===== src/rtl/dmem_pkg.sv =====
// Shared constants for the data-memory arbiter: FSM encoding, port indices,
// sign_mask field values and the memory-mapped LED address.
package dmem_pkg;

    localparam logic [1:0] ST_IDLE       = 2'd0;
    localparam logic [1:0] ST_ISSUE      = 2'd1;
    localparam logic [1:0] ST_READ_RSP   = 2'd2;
    localparam logic [1:0] ST_WRITE_WAIT = 2'd3;

    localparam logic PORT_CPU = 1'b0;
    localparam logic PORT_DMA = 1'b1;

    localparam logic [3:0] SM_BYTE   = 4'b0001;
    localparam logic [3:0] SM_HALF   = 4'b0010;
    localparam logic [3:0] SM_WORD   = 4'b0100;
    localparam int         SM_SIGNED = 3;

    localparam logic [31:0] LED_ADDR = 32'h0000_2000;

endpackage


===== src/rtl/rr_arb2.sv =====
// Two-way combinational grant: a lone requester wins; a tie goes to the port
// other than `last` (round-robin) or always to the CPU when FIXED_PRIO is set.
module rr_arb2
    import dmem_pkg::*;
#(
    parameter int FIXED_PRIO = 0
) (
    input  logic [1:0] req,
    input  logic       last,
    output logic       grant_valid,
    output logic       grant_port
);

    always_comb begin
        grant_valid = |req;
        grant_port  = PORT_CPU;
        if (req == 2'b10) begin
            grant_port = PORT_DMA;
        end else if (req == 2'b11) begin
            grant_port = (FIXED_PRIO != 0) ? PORT_CPU : ~last;
        end
    end

endmodule


===== src/rtl/dmem_arbiter.sv =====
// Shares the single-ported data memory between the CPU and DMA ports, issuing
// one access at a time and sequencing the memory's one-cycle read / stalled write.
module dmem_arbiter
    import dmem_pkg::*;
#(
    parameter int FIXED_PRIO = 0,
    parameter int AW         = 32,
    parameter int DW         = 32
) (
    input  logic          clk,
    input  logic          reset,
    input  logic          cpu_req,
    input  logic          cpu_we,
    input  logic [AW-1:0] cpu_addr,
    input  logic [DW-1:0] cpu_wdata,
    input  logic [3:0]    cpu_sign_mask,
    output logic          cpu_ack,
    output logic [DW-1:0] cpu_rdata,
    input  logic          dma_req,
    input  logic          dma_we,
    input  logic [AW-1:0] dma_addr,
    input  logic [DW-1:0] dma_wdata,
    input  logic [3:0]    dma_sign_mask,
    output logic          dma_ack,
    output logic [DW-1:0] dma_rdata,
    output logic [AW-1:0] mem_addr,
    output logic [DW-1:0] mem_write_data,
    output logic          mem_memread,
    output logic          mem_memwrite,
    output logic [3:0]    mem_sign_mask,
    input  logic [DW-1:0] mem_read_data,
    input  logic          mem_clk_stall
);

    logic [1:0]          state_reg;
    logic                owner_reg;
    logic                last_reg;
    logic                cmd_we_reg;
    logic [AW-1:0]       cmd_addr_reg;
    logic [DW-1:0]       cmd_wdata_reg;
    logic [3:0]          cmd_sm_reg;

    logic                grant_valid;
    logic                grant_port;
    logic                grant_fire;
    logic                capture_read;
    logic                rsp_done;
    logic [1:0]          ack_vec;
    logic [1:0][DW-1:0]  rdata_vec;

    rr_arb2 #(
        .FIXED_PRIO (FIXED_PRIO)
    ) u_arb (
        .req         ({dma_req, cpu_req}),
        .last        (last_reg),
        .grant_valid (grant_valid),
        .grant_port  (grant_port)
    );

    // No grant while the memory is still finishing an earlier write.
    assign grant_fire   = (state_reg == ST_IDLE) && grant_valid && !mem_clk_stall;
    assign capture_read = (state_reg == ST_ISSUE) && !cmd_we_reg;
    assign rsp_done     = (state_reg == ST_READ_RSP) ||
                          ((state_reg == ST_WRITE_WAIT) && !mem_clk_stall);

    always_ff @(posedge clk or posedge reset) begin
        if (reset) begin
            state_reg     <= ST_IDLE;
            owner_reg     <= PORT_CPU;
            last_reg      <= PORT_DMA;
            cmd_we_reg    <= 1'b0;
            cmd_addr_reg  <= '0;
            cmd_wdata_reg <= '0;
            cmd_sm_reg    <= '0;
        end else begin
            case (state_reg)
                ST_IDLE: begin
                    if (grant_fire) begin
                        owner_reg <= grant_port;
                        last_reg  <= grant_port;
                        state_reg <= ST_ISSUE;
                        if (grant_port == PORT_DMA) begin
                            cmd_we_reg    <= dma_we;
                            cmd_addr_reg  <= dma_addr;
                            cmd_wdata_reg <= dma_wdata;
                            cmd_sm_reg    <= dma_sign_mask;
                        end else begin
                            cmd_we_reg    <= cpu_we;
                            cmd_addr_reg  <= cpu_addr;
                            cmd_wdata_reg <= cpu_wdata;
                            cmd_sm_reg    <= cpu_sign_mask;
                        end
                    end
                end
                ST_ISSUE:      state_reg <= cmd_we_reg ? ST_WRITE_WAIT : ST_READ_RSP;
                ST_READ_RSP:   state_reg <= ST_IDLE;
                ST_WRITE_WAIT: if (!mem_clk_stall) state_reg <= ST_IDLE;
                default:       state_reg <= ST_IDLE;
            endcase
        end
    end

    // Read data is captured on the edge that enters READ_RSP so it is already
    // registered in the cycle the ack pulses.
    genvar gi;
    generate
        for (gi = 0; gi < 2; gi++) begin : g_port
            logic [DW-1:0] rdata_reg;

            always_ff @(posedge clk or posedge reset) begin
                if (reset) begin
                    rdata_reg <= '0;
                end else if (capture_read && (owner_reg == 1'(gi))) begin
                    rdata_reg <= mem_read_data;
                end
            end

            assign rdata_vec[gi] = rdata_reg;
            assign ack_vec[gi]   = rsp_done && (owner_reg == 1'(gi));
        end
    endgenerate

    assign cpu_ack   = ack_vec[PORT_CPU];
    assign dma_ack   = ack_vec[PORT_DMA];
    assign cpu_rdata = rdata_vec[PORT_CPU];
    assign dma_rdata = rdata_vec[PORT_DMA];

    assign mem_addr       = cmd_addr_reg;
    assign mem_write_data = cmd_wdata_reg;
    assign mem_sign_mask  = cmd_sm_reg;
    assign mem_memread    = (state_reg == ST_ISSUE) && !cmd_we_reg;
    assign mem_memwrite   = (state_reg == ST_ISSUE) && cmd_we_reg;

endmodule


===== config.mk =====
export PLATFORM = sky130hd
export DESIGN_NAME = dmem_arbiter
export DESIGN_NICKNAME = d
export VERILOG_FILES = /design/src/rtl/dmem_pkg.sv /design/src/rtl/rr_arb2.sv /design/src/rtl/dmem_arbiter.sv
export SDC_FILE = /design/constraint.sdc
export NUM_CORES = 1
export LEC_CHECK = 0
export ABC_CLOCK_PERIOD_IN_PS = 7400
export CORE_ASPECT_RATIO = 1.25
export CORE_MARGIN = 5
export CORE_UTILIZATION = 43
export DETAILED_ROUTE_END_ITERATION = 7
export HOLD_SLACK_MARGIN = 0.12
export PLACE_DENSITY_LB_ADDON = 0.05
export SLEW_MARGIN = 15
export SYNTH_ARGS = -nofsm -noshare
export SYNTH_HDL_FRONTEND = slang
export SYNTH_SLANG_ARGS = --single-unit

===== constraint.sdc =====
create_clock -name clk -period 7.4 [get_ports clk]
set_clock_uncertainty 0.2 [all_clocks]
set_input_delay 0.74 -clock clk [delete_from_list [all_inputs] [get_ports clk]]
set_output_delay 0.74 -clock clk [all_outputs]
set_load 0.01 [all_outputs]

==> flow_summary.yaml, run 1 <==
synthesis:
  syn_area_um2: 6050
  synth_top_flop_cell: "dfrtp_1"
  syn_avg_cell_area_um2: 14.8
  synth_seq_area_share_pct: 56.7
  synth_fa_ha_area_share_pct: 0
  yosys_warnings: 0
  synth_seq_cells: 137
  async_reset_ff_share_pct: 100
  synth_compound_gate_area_share_pct: 21.0
  synth_nets: 583
  ys_types: 30
  yosys.area_share.simple_pct: 1.24
  synth-xor-area-share_pct: 0
  synth_top_family_by_area: "compound AO/OA/AOI/OAI gates"
  synth_edf_count: 0
  synth_mux_area_share_pct: 15.6
  synthCells: 408
routing:
  routedLengthMet1_um: 7780
  vias: 4984
  highest_layer: "met4"
  dr.pass1.iters: 4
  wl_per_cell_um: 22.4
  totalWireLength_um: 19900
  viasPerCell: 5.63
  final_antenna_net_count: 0
  met2_wirelength_um: 9730
  initialDrtViolationCount: 256
  met3_length_um: 1760
  drc: 0
setup_path:
  cp_max_fo: 4
  start_kind: "primary input"
  cp.required_ps: 6460
  crit_arrival_ps: 2080
  critical_path_class: "primary input to primary output"
  end_kind: "primary output"
final_layout:
  final_cell_area_um2: 9700
  final_common_cell: "clkdlybuf4s50_1"
  seq_area_um2: 3430
  multiInputGateArea_um2: 2310
  final_cells: 886
  nets: 869
  area_growth_pct: 60.3
  fillerInstances: 1019
  final_cell_mix: "310 x clkdlybuf4s50_1, 136 x dfrtp_1, 69 x o32ai_1, 69 x a2bb2oi_1, 60 x mux2_4"
  drive_gt1_share_pct: 15.6
placed_design:
  placed_cells: 850
  place_congestion: 0.785
  portBuffers: 310
  hpwl_um: 13800
  place_area_um2: 9110
sta:
  relSlewSlack_pct: 21.7
  fmax_ghz: 0.331
  timing.final.crit_period_ps: 3020
  slew_viol_final: 0
  fin_crit_sh_pct: 40.8
  tns_ps: 0
  rsz0062_at_grt: "no"
  max_slew.worst_pin.slew_ps: 1170
  setup_viol: 0
  hold_viol: 0
worst_hold_path:
  hp-class: "flop to flop"
pwr:
  power_mw: 4.07
  p_leak_nw: 3.90
  powerDensity_nw_per_um2: 420
  ir_drop_uv: 240
global_route:
  grt_pass1_vias: 5379
  overflow: 0
  grt_max_degree: 77
  antenna_found_initial: 4
  groute.usage.overall_pct: 24.1
  grt_pass1_wl_um: 30600
floorplan:
  die_x_um: 116
  ioPinCount: 311
  die_area_um2: 16600
  die_h_um: 143
  start_util_pct: 43.8
  rows: 48
  core_area_um2: 13800
cts:
  numCtsBuffers: 17
  root_buffer: "clkbuf_16"
  clk_path_buf_depth: 2
  cts_tree: "done"
  clock-sinks: 137
  post-cts-setup-buffers: 0
  cts-hold-fix-buffers: 0
  cts.repair.resized: 0
  insertion_delay_ps: 420
  clk_pin_slew_ps: 60
  htreeDepth: 4
run:
  max_cap_violations: 0
outcome:
  status: "complete, no violations"
cell usage after synthesis, types with 2 or more instances:
library cell / number / area share (%)
dfrtp_1: 136 / 56
a2bb2oi_1: 69 / 10
o32ai_1: 69 / 10
mux2_4: 60 / 15
buf_2: 18 / 1.5
clkbuf_1: 18 / 1.1
buf_12: 6 / 2.0
mux2_2: 4 / 0.74
a21boi_0: 2 / 0.25
buf_4: 2 / 0.25
buf_6: 2 / 0.37
inv_1: 2 / 0.12
nand2_1: 2 / 0.12
nor2b_1: 2 / 0.21
stage by stage:
| stage | worst slack (ps) | hold WS [ps] | util [%] |
|---|---|---|---|
| floorplan | 2790 | 315 | - |
| global placement | 4250 | 291 | 65.9 |
| detailed placement | 4290 | 291 | 65.9 |
| CTS | 4390 | 310 | 70.1 |
| global route | 4350 | 318 | 70.2 |
| finish | 4380 | 306 | 70.2 |
where the power goes:
part,total [mW],switching (mW),internal [mW]
registers,1.35,0.233,1.12
logic,1.88,0.712,1.17
clock network,0.831,0.333,0.498
total,4.07,1.28,2.79
metal layers:
metal	vias up	GRT usage (%)
met1	2460	30.4
met4	0	10.4
met5	-	0
li1	2205	-
met3	43	7.15
met2	276	38.4
layout make-up:
class                   instances  area share, %
flip-flops and latches        137           35.4
clock inverters                14           1.55
clock buffers                  18           4.43
multi-input cells             221           23.8
inverters                       3          0.168
diodes                          4          0.103
well taps                     175           2.26
repair buffers                314           32.3
worst max-delay path: stages:
cell	delay, ps
clkdlybuf4s50_1	570
nand2_1	100
and3_1	190
clkdlybuf4s50_1	480
worst paths after layout:
check | start | end | slack [ps] | cells past startpoint
max reg2reg | state_reg[1]$_DFFE_PP0P_ | dma_rdata[25]$_DFFE_PP0P_ | 4980 | 3
min | cpu_rdata[17]$_DFFE_PP0P_ | cpu_rdata[17]$_DFFE_PP0P_ | 310 | 1
max in group asynchronous | reset | dma_rdata[25]$_DFFE_PP0P_ | 5090 | 3
min reg2reg | cpu_rdata[17]$_DFFE_PP0P_ | cpu_rdata[17]$_DFFE_PP0P_ | 310 | 1
min in group asynchronous | reset | mem_write_data[16]$_DFFE_PP0P_ | 600 | 2
max | mem_clk_stall | dma_ack | 4380 | 4
kinds of logic after synthesis:
group	count (synthesis)
compound gates	145
flops	137
simple gates	12
buf+inv	50
mux	64
(Power assumes the default switching activity.)
==> run 2, diff against run 1 <==
--- a/config.mk
+++ b/config.mk
@@ -5,10 +5,10 @@
 export SDC_FILE = /design/constraint.sdc
 export NUM_CORES = 1
 export LEC_CHECK = 0
-export ABC_CLOCK_PERIOD_IN_PS = 7400
+export ABC_CLOCK_PERIOD_IN_PS = 3200
 export CORE_ASPECT_RATIO = 1.25
 export CORE_MARGIN = 5
-export CORE_UTILIZATION = 43
+export CORE_UTILIZATION = 40
 export DETAILED_ROUTE_END_ITERATION = 7
 export HOLD_SLACK_MARGIN = 0.12
 export PLACE_DENSITY_LB_ADDON = 0.05
==> constraint.sdc (replaced) <==
create_clock -name clk -period 3.2 [get_ports clk]
set_clock_uncertainty 0.2 [all_clocks]
set_input_delay 0.32 -clock clk [delete_from_list [all_inputs] [get_ports clk]]
set_output_delay 0.32 -clock clk [all_outputs]
set_load 0.01 [all_outputs]
==> run 2 against run 1 <==
  * Sequential power increased by 130%
  * Worst hold slack worse by 160 ps
  * Largest power group unchanged
  * Critical endpoint is now mem_memread
  * Highest routed layer is now met5
  * Cell area grew 1.2%
==> flow_summary.yaml, run 2 (synthesis results as in run 1) <==
outcome:
  status: "complete, no violations"
sta:
  timing.final.crit_period_ps: 2280
  max_slew.worst_pin.slew_ps: 780
  fin_crit_sh_pct: 71.2
  rsz0062_at_grt: "no"
  hold_viol: 0
  tns_ps: 0
  setup_viol: 0
  fmax_ghz: 0.439
  slew_viol_final: 0
  fin_ws_ps: 921
  relSlewSlack_pct: 48.0
  whs_ps: 148
global_route:
  grt_max_degree: 74
  overflow: 0
  groute.usage.overall_pct: 22.3
  grt_pass1_wl_um: 30700
  antenna_found_initial: 2
  grt_pass1_vias: 5432
cts:
  post-cts-setup-buffers: 0
  clock-sinks: 137
  cts.repair.resized: 0
  htreeDepth: 4
  numCtsBuffers: 17
  insertion_delay_ps: 410
  cts_tree: "done"
  clk_pin_slew_ps: 60
  clk_path_buf_depth: 2
  cts-hold-fix-buffers: 0
  root_buffer: "clkbuf_16"
pwr:
  ir_drop_uv: 511
  powerDensity_nw_per_um2: 959
  p_leak_nw: 3.96
placed_design:
  place_congestion: 0.803
  hpwl_um: 14600
  dpl_worst_slack_ps: 685
  portBuffers: 310
floorplan:
  die_x_um: 120
  rows: 50
  ioPinCount: 311
  die_h_um: 147
  die_area_um2: 17700
  start_util_pct: 40.6
  core_area_um2: 14900
routing:
  drc: 0
  vias: 4950
  wl_per_cell_um: 22.2
  viasPerCell: 5.52
  totalWireLength_um: 19900
  dr.pass1.iters: 4
  initialDrtViolationCount: 323
  final_antenna_net_count: 0
final_layout:
  multiInputGateArea_um2: 2300
  final_cell_mix: "310 x clkdlybuf4s50_1, 136 x dfrtp_1, 69 x o32ai_1, 69 x a2bb2oi_1, 60 x mux2_4"
  drive_gt1_share_pct: 16.0
  area_growth_pct: 62.3
  seq_area_um2: 3430
  nets: 876
  final_common_cell: "clkdlybuf4s50_1"
  utilization_pct: 65.9
  fillerInstances: 1167
setup_path:
  crit_path_top_delay_cell: "clkdlybuf4s50_1"
  end_kind: "primary output"
  cp_cell_sequence: "nor3b_2 > clkdlybuf4s50_1"
  crit_arrival_ps: 1760
  cpPeakStageDelay_ps: 610
  cp_max_fo: 7
  start_kind: "flop"
  critical_path_class: "flop to primary output"
  cp.required_ps: 2680
worst_hold_path:
  hp-class: "primary input to asynchronous set/reset pin"
run:
  max_cap_violations: 0
==> run 2: power breakdown <==
part	switching [mW]	internal, mW
registers	0.535	2.59
clock network	0.711	1.18
logic	1.65	2.75
total	2.90	6.52
==> run 2: stage by stage <==
stage | instance area [um2] | power, mW | std cells
final | 9820 | 9.42 | 897
after global routing | 9820 | 9.88 | 897
after CTS | 9820 | 9.52 | 896
after detailed placement | 9250 | 7.56 | 864
after global placement | 9250 | 7.48 | 864
after floorplan | 6050 | 5.20 | 408
==> run 2: cell type report <==
type / count / share of cell area [%]
sequential: 137 / 34.9
timing repair buffer: 321 / 33.3
multi-input combinational: 221 / 23.5
clock buffer: 23 / 4.77
tap: 182 / 2.32
clock inverter: 9 / 0.994
inverter: 3 / 0.153
antenna: 1 / 0.0255
==> run 2: worst max-delay path, delay by kind of cell (launching register included) <==
family,cells,cell delay (ps)
DFF,1,450
buffers and inverters,1,610
and+or+nand+nor,1,290
==> run 2: layer usage <==
layer	global-route usage [%]	vias to the layer above	wire (um)
met5	0	-	12
met4	8.83	2	589
met3	7.88	33	1670
met2	37.6	249	10000
met1	25.8	2454	7640
li1	-	2212	-
==> run 2: final timing paths <==
check | from | to | slack (ps) | depth (start not counted)
setup / recovery | state_reg[1]$_DFFE_PP0P_ | mem_memread | 920 | 2
hold / removal | reset | dma_rdata[25]$_DFFE_PP0P_ | 150 | 2
setup reg to reg | state_reg[1]$_DFFE_PP0P_ | dma_rdata[24]$_DFFE_PP0P_ | 970 | 4
hold reg to reg | cpu_rdata[31]$_DFFE_PP0P_ | cpu_rdata[31]$_DFFE_PP0P_ | 300 | 1
max in group asynchronous | reset | dma_rdata[7]$_DFFE_PP0P_ | 1880 | 3
min in group clk | cpu_rdata[31]$_DFFE_PP0P_ | cpu_rdata[31]$_DFFE_PP0P_ | 300 | 1
